--- src/rtl/apu_pulse_bank.sv ---
// Bank of NES-style pulse channels behind a shared 4-byte-per-channel register window.
// Each channel has a timer, duty sequencer, envelope, length counter and sweep unit,
// and produces a registered 4-bit sample for the mixer.
module apu_pulse_bank #(
  parameter int unsigned         CHANNELS       = 2,
  parameter logic [15:0]         BASE_ADDR      = 16'h4000,
  parameter int unsigned         TIMER_BITS     = 11,
  parameter logic [CHANNELS-1:0] ONES_COMP_MASK = CHANNELS'(1)
) (
  input  logic                  clk_in,
  input  logic                  rst_n_in,
  input  logic                  cpu_cycle_pulse_in,
  input  logic                  lc_pulse_in,
  input  logic                  eg_pulse_in,
  input  logic [15:0]           a_in,
  input  logic [7:0]            d_in,
  input  logic                  r_nw_in,
  input  logic [CHANNELS-1:0]   en_in,
  output logic [4*CHANNELS-1:0] pulse_out,
  output logic [CHANNELS-1:0]   active_out
);

  localparam int unsigned TW = TIMER_BITS + 1;

  logic        apu_phase;
  logic        tick;
  logic [16:0] offset;
  logic        in_window;
  logic        wr;
  logic [1:0]  wr_reg;
  logic [13:0] wr_idx;

  // APU-cycle divider: timers tick on every second CPU cycle strobe
  always_ff @(posedge clk_in or negedge rst_n_in) begin
    if (!rst_n_in) begin
      apu_phase <= 1'b0;
    end else if (cpu_cycle_pulse_in) begin
      apu_phase <= ~apu_phase;
    end
  end

  assign tick      = cpu_cycle_pulse_in & apu_phase;
  assign offset    = {1'b0, a_in} - {1'b0, BASE_ADDR};
  assign in_window = !offset[16] && (offset < 17'(4 * CHANNELS));
  assign wr        = !r_nw_in && in_window;
  assign wr_reg    = offset[1:0];
  assign wr_idx    = offset[15:2];

  for (genvar k = 0; k < CHANNELS; k++) begin : g_ch
    logic                  sel;
    logic                  wr0, wr1, wr2, wr3;
    logic [1:0]            duty;
    logic                  halt;
    logic                  constv;
    logic [3:0]            vol;
    logic                  sweep_en;
    logic [2:0]            sweep_per;
    logic                  negate;
    logic [2:0]            shift;
    logic [TIMER_BITS-1:0] period;
    logic [TIMER_BITS-1:0] timer;
    logic [2:0]            step;
    logic                  env_start;
    logic [3:0]            decay;
    logic [3:0]            env_div;
    logic [5:0]            length;
    logic [2:0]            sweep_div;
    logic                  sweep_reload;
    logic [3:0]            sample;
    logic [7:0]            pattern;
    logic [TW-1:0]         change;
    logic [TW-1:0]         target;
    logic                  mute;
    logic [3:0]            volume;

    assign sel = wr && (wr_idx == 14'(k));
    assign wr0 = sel && (wr_reg == 2'd0);
    assign wr1 = sel && (wr_reg == 2'd1);
    assign wr2 = sel && (wr_reg == 2'd2);
    assign wr3 = sel && (wr_reg == 2'd3);

    // Duty waveform lookup, indexed by the sequencer step
    always_comb begin
      pattern = '0;
      case (duty)
        2'd0:    pattern = 8'b0100_0000;
        2'd1:    pattern = 8'b0110_0000;
        2'd2:    pattern = 8'b0111_1000;
        default: pattern = 8'b1001_1111;
      endcase
    end

    // Sweep target and mute are evaluated continuously, not only on sweep clocks
    always_comb begin
      change = {1'b0, period} >> shift;
      if (negate) begin
        target = {1'b0, period} - change - TW'(ONES_COMP_MASK[k]);
      end else begin
        target = {1'b0, period} + change;
      end
      mute   = (period < TIMER_BITS'(8)) || (!negate && target[TIMER_BITS]);
      volume = constv ? vol : decay;
    end

    // Control registers r0 and r1
    always_ff @(posedge clk_in or negedge rst_n_in) begin
      if (!rst_n_in) begin
        duty      <= '0;
        halt      <= 1'b0;
        constv    <= 1'b0;
        vol       <= '0;
        sweep_en  <= 1'b0;
        sweep_per <= '0;
        negate    <= 1'b0;
        shift     <= '0;
      end else begin
        if (wr0) begin
          duty   <= d_in[7:6];
          halt   <= d_in[5];
          constv <= d_in[4];
          vol    <= d_in[3:0];
        end
        if (wr1) begin
          sweep_en  <= d_in[7];
          sweep_per <= d_in[6:4];
          negate    <= d_in[3];
          shift     <= d_in[2:0];
        end
      end
    end

    // Period and sweep unit; a register write lands after the sweep so it takes precedence
    always_ff @(posedge clk_in or negedge rst_n_in) begin
      if (!rst_n_in) begin
        period       <= '0;
        sweep_div    <= '0;
        sweep_reload <= 1'b0;
      end else begin
        if (lc_pulse_in) begin
          if ((sweep_div == 3'd0) && sweep_en && (shift != 3'd0) && !mute) begin
            period <= target[TIMER_BITS-1:0];
          end
          if ((sweep_div == 3'd0) || sweep_reload) begin
            sweep_div    <= sweep_per;
            sweep_reload <= 1'b0;
          end else begin
            sweep_div <= sweep_div - 3'd1;
          end
        end
        if (wr2) period[7:0] <= d_in;
        if (wr3) period[TIMER_BITS-1:8] <= d_in[TIMER_BITS-9:0];
        if (wr1) sweep_reload <= 1'b1;
      end
    end

    // Timer and duty sequencer; r3 write restarts the sequence but not the count
    always_ff @(posedge clk_in or negedge rst_n_in) begin
      if (!rst_n_in) begin
        timer <= '0;
        step  <= '0;
      end else begin
        if (tick) begin
          if (timer == '0) begin
            timer <= period;
            step  <= step - 3'd1;
          end else begin
            timer <= timer - TIMER_BITS'(1);
          end
        end
        if (wr3) step <= '0;
      end
    end

    // Envelope generator
    always_ff @(posedge clk_in or negedge rst_n_in) begin
      if (!rst_n_in) begin
        env_start <= 1'b0;
        decay     <= '0;
        env_div   <= '0;
      end else begin
        if (eg_pulse_in) begin
          if (env_start) begin
            env_start <= 1'b0;
            decay     <= 4'd15;
            env_div   <= vol;
          end else if (env_div == 4'd0) begin
            env_div <= vol;
            if (decay != 4'd0) begin
              decay <= decay - 4'd1;
            end else if (halt) begin
              decay <= 4'd15;
            end
          end else begin
            env_div <= env_div - 4'd1;
          end
        end
        if (wr3) env_start <= 1'b1;
      end
    end

    // Length counter: disable clears, load beats a coincident decrement
    always_ff @(posedge clk_in or negedge rst_n_in) begin
      if (!rst_n_in) begin
        length <= '0;
      end else if (!en_in[k]) begin
        length <= '0;
      end else if (wr3) begin
        length <= {d_in[7:3], 1'b1};
      end else if (lc_pulse_in && (length != 6'd0) && !halt) begin
        length <= length - 6'd1;
      end
    end

    // Registered output sample
    always_ff @(posedge clk_in or negedge rst_n_in) begin
      if (!rst_n_in) begin
        sample <= '0;
      end else if (pattern[step] && (length != 6'd0) && !mute && en_in[k]) begin
        sample <= volume;
      end else begin
        sample <= '0;
      end
    end

    assign pulse_out[4*k +: 4] = sample;
    assign active_out[k]       = (length != 6'd0);
  end

endmodule

--- config.mk ---
export PLATFORM = sky130hd
export DESIGN_NAME = apu_pulse_bank
export DESIGN_NICKNAME = d
export VERILOG_FILES = /design/src/rtl/apu_pulse_bank.sv
export SDC_FILE = /design/constraint.sdc
export NUM_CORES = 1
export LEC_CHECK = 0
export CAP_MARGIN = 15
export CELL_PAD_IN_SITES_DETAIL_PLACEMENT = 0
export CELL_PAD_IN_SITES_GLOBAL_PLACEMENT = 1
export CORE_ASPECT_RATIO = 0.8
export CORE_UTILIZATION = 50
export CTS_CLUSTER_DIAMETER = 40
export DETAILED_ROUTE_END_ITERATION = 10
export GPL_TIMING_DRIVEN = 0
export PLACE_DENSITY_LB_ADDON = 0.1
export SLEW_MARGIN = 30
export SYNTH_ARGS = -nofsm -noshare
export SYNTH_HDL_FRONTEND = slang
export SYNTH_SLANG_ARGS = --single-unit
--- constraint.sdc ---
create_clock -name clk_in -period 7.5 [get_ports clk_in]
set_input_delay 1.125 -clock clk_in [delete_from_list [all_inputs] [get_ports clk_in]]
set_output_delay 1.125 -clock clk_in [all_outputs]
set_load 0.02 [all_outputs]
==> metrics.md <==
| Metric | Value |
|---|---|
| Power share of the clock group | 0.345 |
| Vias per inst | 5.91 |
| Top post-synthesis cells by area | dfrtp_1 35%, ha_1 7.7%, o21ai_0 4.9% |
| Area Growth Syn to Fin | 14.2% |
| Ys async rst share | 1.00 |
| Cell Pwr Density | 234 mW/mm^2 |
| Post-DP HPWL | 17800 um |
| 1st-pass router iterations | 5 |
| FF-to-FF setup slack | 2350 ps |
| Fin nets | 1221 |
| Compound-Gate Fraction of Synth Area | 0.197 |
| Worst skew pair latency | 420 ps |
| Clk buf depth | 2 |
| Hold wc startpoint | apu_phase$_DFFE_PN0P_ |
| Depth of the worst register-to-register path | 19 |
| Max frequency | 194 MHz |
| Largest net degree at the start of global routing | 78 |
| RSZ-0062 raised after global routing | no |
| Die area | 0.0191 mm^2 |
| Routed wire length | 24600 um |
| CTS root buf | clkbuf_16 |
| LEAKAGE | 4.91 nW |
| DRC Markers | 0 |
| Worst r2r dst | g_ch[1].period[7]$_DFFE_PN0P_ |
| Synth Flop Type | dfrtp_1 |
| Ant diodes | 0 |
| Post-synthesis mux area share | 0.0933 |
| Metal3 WL | 1200 um |
| Setup TNS | 0 ps |
| WL met1 | 12500 um |
| Switch share | 0.332 |
| Post-synth top cells | 129 x dfrtp_1, 104 x nand2_1, 90 x o21ai_0, 84 x nor2_1, 79 x a21oi_1 |
| Max incr delay on CP | 440 ps |
| Tmin final | 5150 ps |
| Die X | 154 um |
| Critical Path AT | 5440 ps |
| Gr usage total | 0.270 |
| Worst setup EP type | flip-flop |
| Net Count, Synth | 1164 |
| Critical Path RT | 7800 ps |
| Met2 wire len | 10700 um |
| Initial antenna violation count | 1 |
| Crit path max fanout | 10 |
| Gate Count Post-Synth | 1072 |
| Clock sinks | 129 |
| Synth top area share | 0.348 |
| Post-Synth XOR/XNOR Area | 0.0368 |
| Post-synthesis cell type count | 78 |
| VDD IR max | 0.000189 V |
| Slew margin rel. | 0.425 |
| Hold_ws | 493 ps |
| H-tree levels | 4 |
| EDFF count, synth | 0 |
| Cell with the most instances after synthesis | dfrtp_1 |
| Hold path endpoint | apu_phase$_DFFE_PN0P_ |
| Placer Congestion | 0.886 |
| Outcome | complete, no violations |
| Mapped cell area | 0.00928 mm^2 |
| Post-synthesis sequential area ratio | 0.348 |
| Core ar. | 0.0182 mm^2 |
| Post-cts resize count | 0 |
| TritonCTS buffer count | 17 |
| Max-cap violation count | 0 |
| Main combinational cell family by area after synthesis | compound AO/OA/AOI/OAI gates |
| CP cell instances | clkbuf_1 > clkbuf_1 > clkbuf_1 > nand2_1 > o21ai_0 > ha_1 > inv_1 > nor2_1 > a21oi_1 > o32a_1 > ha_1 > a21o_1 > a211oi_1 > o2bb2ai_1 > or4_4 > nand3_1 > buf_4 > nor4_1 > a221o_1 |
| Cell Int Power | 0.00166 W |
| 1st-iter DRT viols | 525 |
| Post-route cell area | 0.0106 mm^2 |
| Final setup fails | 0 |
| CP Buf/Inv Count | 5 |
| Placed Area | 0.00998 mm^2 |
| Final Hold Vio Count | 0 |
| Final period utilization | 0.686 |
| CTS tree | built |
| Slowest CP cell | dfrtp_1 |
| Die Ht | 124 um |
| Initial Utilization | 0.511 |
| Tightest Pin Transition | 851 ps |
| Combinational share of power | 0.269 |
| Vias | 8103 |
| Seq pwr share | 0.386 |
| # hold bufs at CTS | 0 |
| Post-synthesis cell type with the largest combined area | dfrtp_1 |
| Routed Antenna Nets | 0 |
| First-pass GRT wire length | 39600 um |
| Net switching power | 0.000824 W |
| CP delay by family, top | buffers and inverters |
| CP dominant cell by count | clkbuf_1 |
| HP Class | flip-flop to flip-flop |
| Final Skew | 13.0 ps |
| Wire per inst | 17.9 um |
| Yosys Warn Count | 0 |
| IO Pins | 42 |
| Max Used Layer | met4 |
| Buffer count from post-CTS setup fixing | 0 |
| # rows | 44 |
| Final Slew Violations | 0 |
| Mapped Avg Cell Area | 8.66 um^2 |
| WHS Path Cells | 1 |
| Post-Synth Adder-Cell Area | 0.0833 |
| Synth Area in Simple Gates | 0.185 |
| Number of global-route vias before repair | 7434 |
| Crit Path Category | flip-flop to flip-flop |
| Worst R2R Start | g_ch[1].shift[2]$_DFFE_PN0P_ |
| Worst-path clk slew | 60 ps |
| Layout cells sized above 1 | 0.0954 |
| CP startpoint kind | flip-flop |
| Grt ovf | 0 |
| PortBufs | 37 |
| Register bit count reported by yosys | 129 |
==> worst register-to-register path, stage by stage, from the launching register on <==
cell and delay [ps]:
dfrtp_1 440, clkbuf_1 420, clkbuf_1 400, clkbuf_1 440, nand2_1 80, o21ai_0 130, ha_1 270, inv_1 50
nor2_1 270, a21oi_1 120, o32a_1 320, ha_1 350, a21o_1 200, a211oi_1 250, o2bb2ai_1 120, or4_4 420
nand3_1 190, buf_4 200, nor4_1 70, a221o_1 290
==> per-layer routing <==
| layer | track usage | vias to the layer above |
|---|---|---|
| li1 | - | 3947 |
| met1 | 0.402 | 3936 |
| met2 | 0.420 | 206 |
| met3 | 0.0334 | 14 |
| met4 | 0.0588 | 0 |
| met5 | 0 | - |
==> stage by stage <==
stage / power [W] / util / worst slack [ps] / instances
detailed placement: 0.00163 / 0.550 / 2420 / 1340
floorplan: 0.00144 / - / 3190 / 1072
global placement: 0.00162 / 0.547 / 0.744 / 1339
global route: 0.00265 / 0.584 / 2010 / 1372
finish: 0.00248 / 0.584 / 2350 / 1372
CTS: 0.00249 / 0.583 / 2380 / 1372
==> power by group through the flow <==
stage | Sequential (W) | Combinational, W | Clock, W
global route | 0.000977 | 0.000771 | 0.000897
finish | 0.000958 | 0.000667 | 0.000856
global placement | 0.000967 | 0.000651 | 0
detailed placement | 0.000963 | 0.000663 | 0
CTS | 0.000955 | 0.000669 | 0.000869
floorplan | 0.000935 | 0.000508 | 0
==> cells in the final DEF, fill, tap and decap left out, types with 8 or more instances in the layout <==
master,n
dfrtp_1,129
nand2_1,104
o21ai_0,90
nor2_1,84
a21oi_1,79
inv_1,71
ha_1,57
clkbuf_1,40
mux2i_1,39
mux2_2,36
clkdlybuf4s50_1,36
nor3_1,35
nand3_1,24
xnor2_1,20
xor2_1,19
a31oi_1,18
clkbuf_16,17
or3_1,13
nand2b_1,12
nor4_1,12
nor2b_1,12
o21a_1,10
a21o_1,10
o211ai_1,10
or2_2,9
o31ai_1,9
a211oi_1,8
nand4_1,8
o211a_1,8
==> area by class of cell <==
type / count / area [um^2]
fillers: 1658 / 7570
multi-input cells: 818 / 5550
flip-flops and latches: 129 / 3230
clock buffers: 18 / 429
repair buffers: 38 / 403
well taps: 230 / 288
inverters: 73 / 274
plain buffers: 52 / 249
clock inverters: 14 / 179
==> kinds of logic (layout without fill, tap and decap cells) <==
group / Yosys count / count (layout)
AO/OA/AOI/OAI: 291 / 291
XOR/XNOR: 39 / 39
adder cells (fa/ha/maj): 60 / 60
buffers and inverters: 125 / 195
flip-flops: 129 / 129
multiplexers: 79 / 79
AND/OR/NAND/NOR: 349 / 349
==> sequential cells by signal, indices dropped and copies added, names as in the netlist <==
register and count:
g_ch.step 6, g_ch.sweep_reload 2, g_ch.timer 22, g_ch.sweep_div 6
apu_phase 1, g_ch.period 22, g_ch.sample 8, g_ch.sweep_per 6
g_ch.constv 2, g_ch.negate 2, g_ch.sweep_en 2, g_ch.vol 8
g_ch.env_div 8, g_ch.shift 6, g_ch.env_start 2, g_ch.length 12
g_ch.decay 8, g_ch.duty 4, g_ch.halt 2
==> how the worst max path moves through the flow <==
stage               slack, ps                            end  depth (start not counted)                    startpoint
finish                   2350  g_ch[1].period[7]$_DFFE_PN0P_                         19  g_ch[1].shift[2]$_DFFE_PN0P_
global route             2010  g_ch[1].period[7]$_DFFE_PN0P_                         19  g_ch[1].shift[2]$_DFFE_PN0P_
CTS                      2380  g_ch[1].period[7]$_DFFE_PN0P_                         19  g_ch[1].shift[2]$_DFFE_PN0P_
detailed placement       2420  g_ch[1].period[7]$_DFFE_PN0P_                         19  g_ch[1].shift[2]$_DFFE_PN0P_
global placement          0.7     g_ch[0].negate$_DFFE_PN0P_                          1                      rst_n_in
floorplan                3190  g_ch[1].period[7]$_DFFE_PN0P_                         22  g_ch[1].shift[0]$_DFFE_PN0P_
Note: power is estimated with default switching activity, not from simulation.
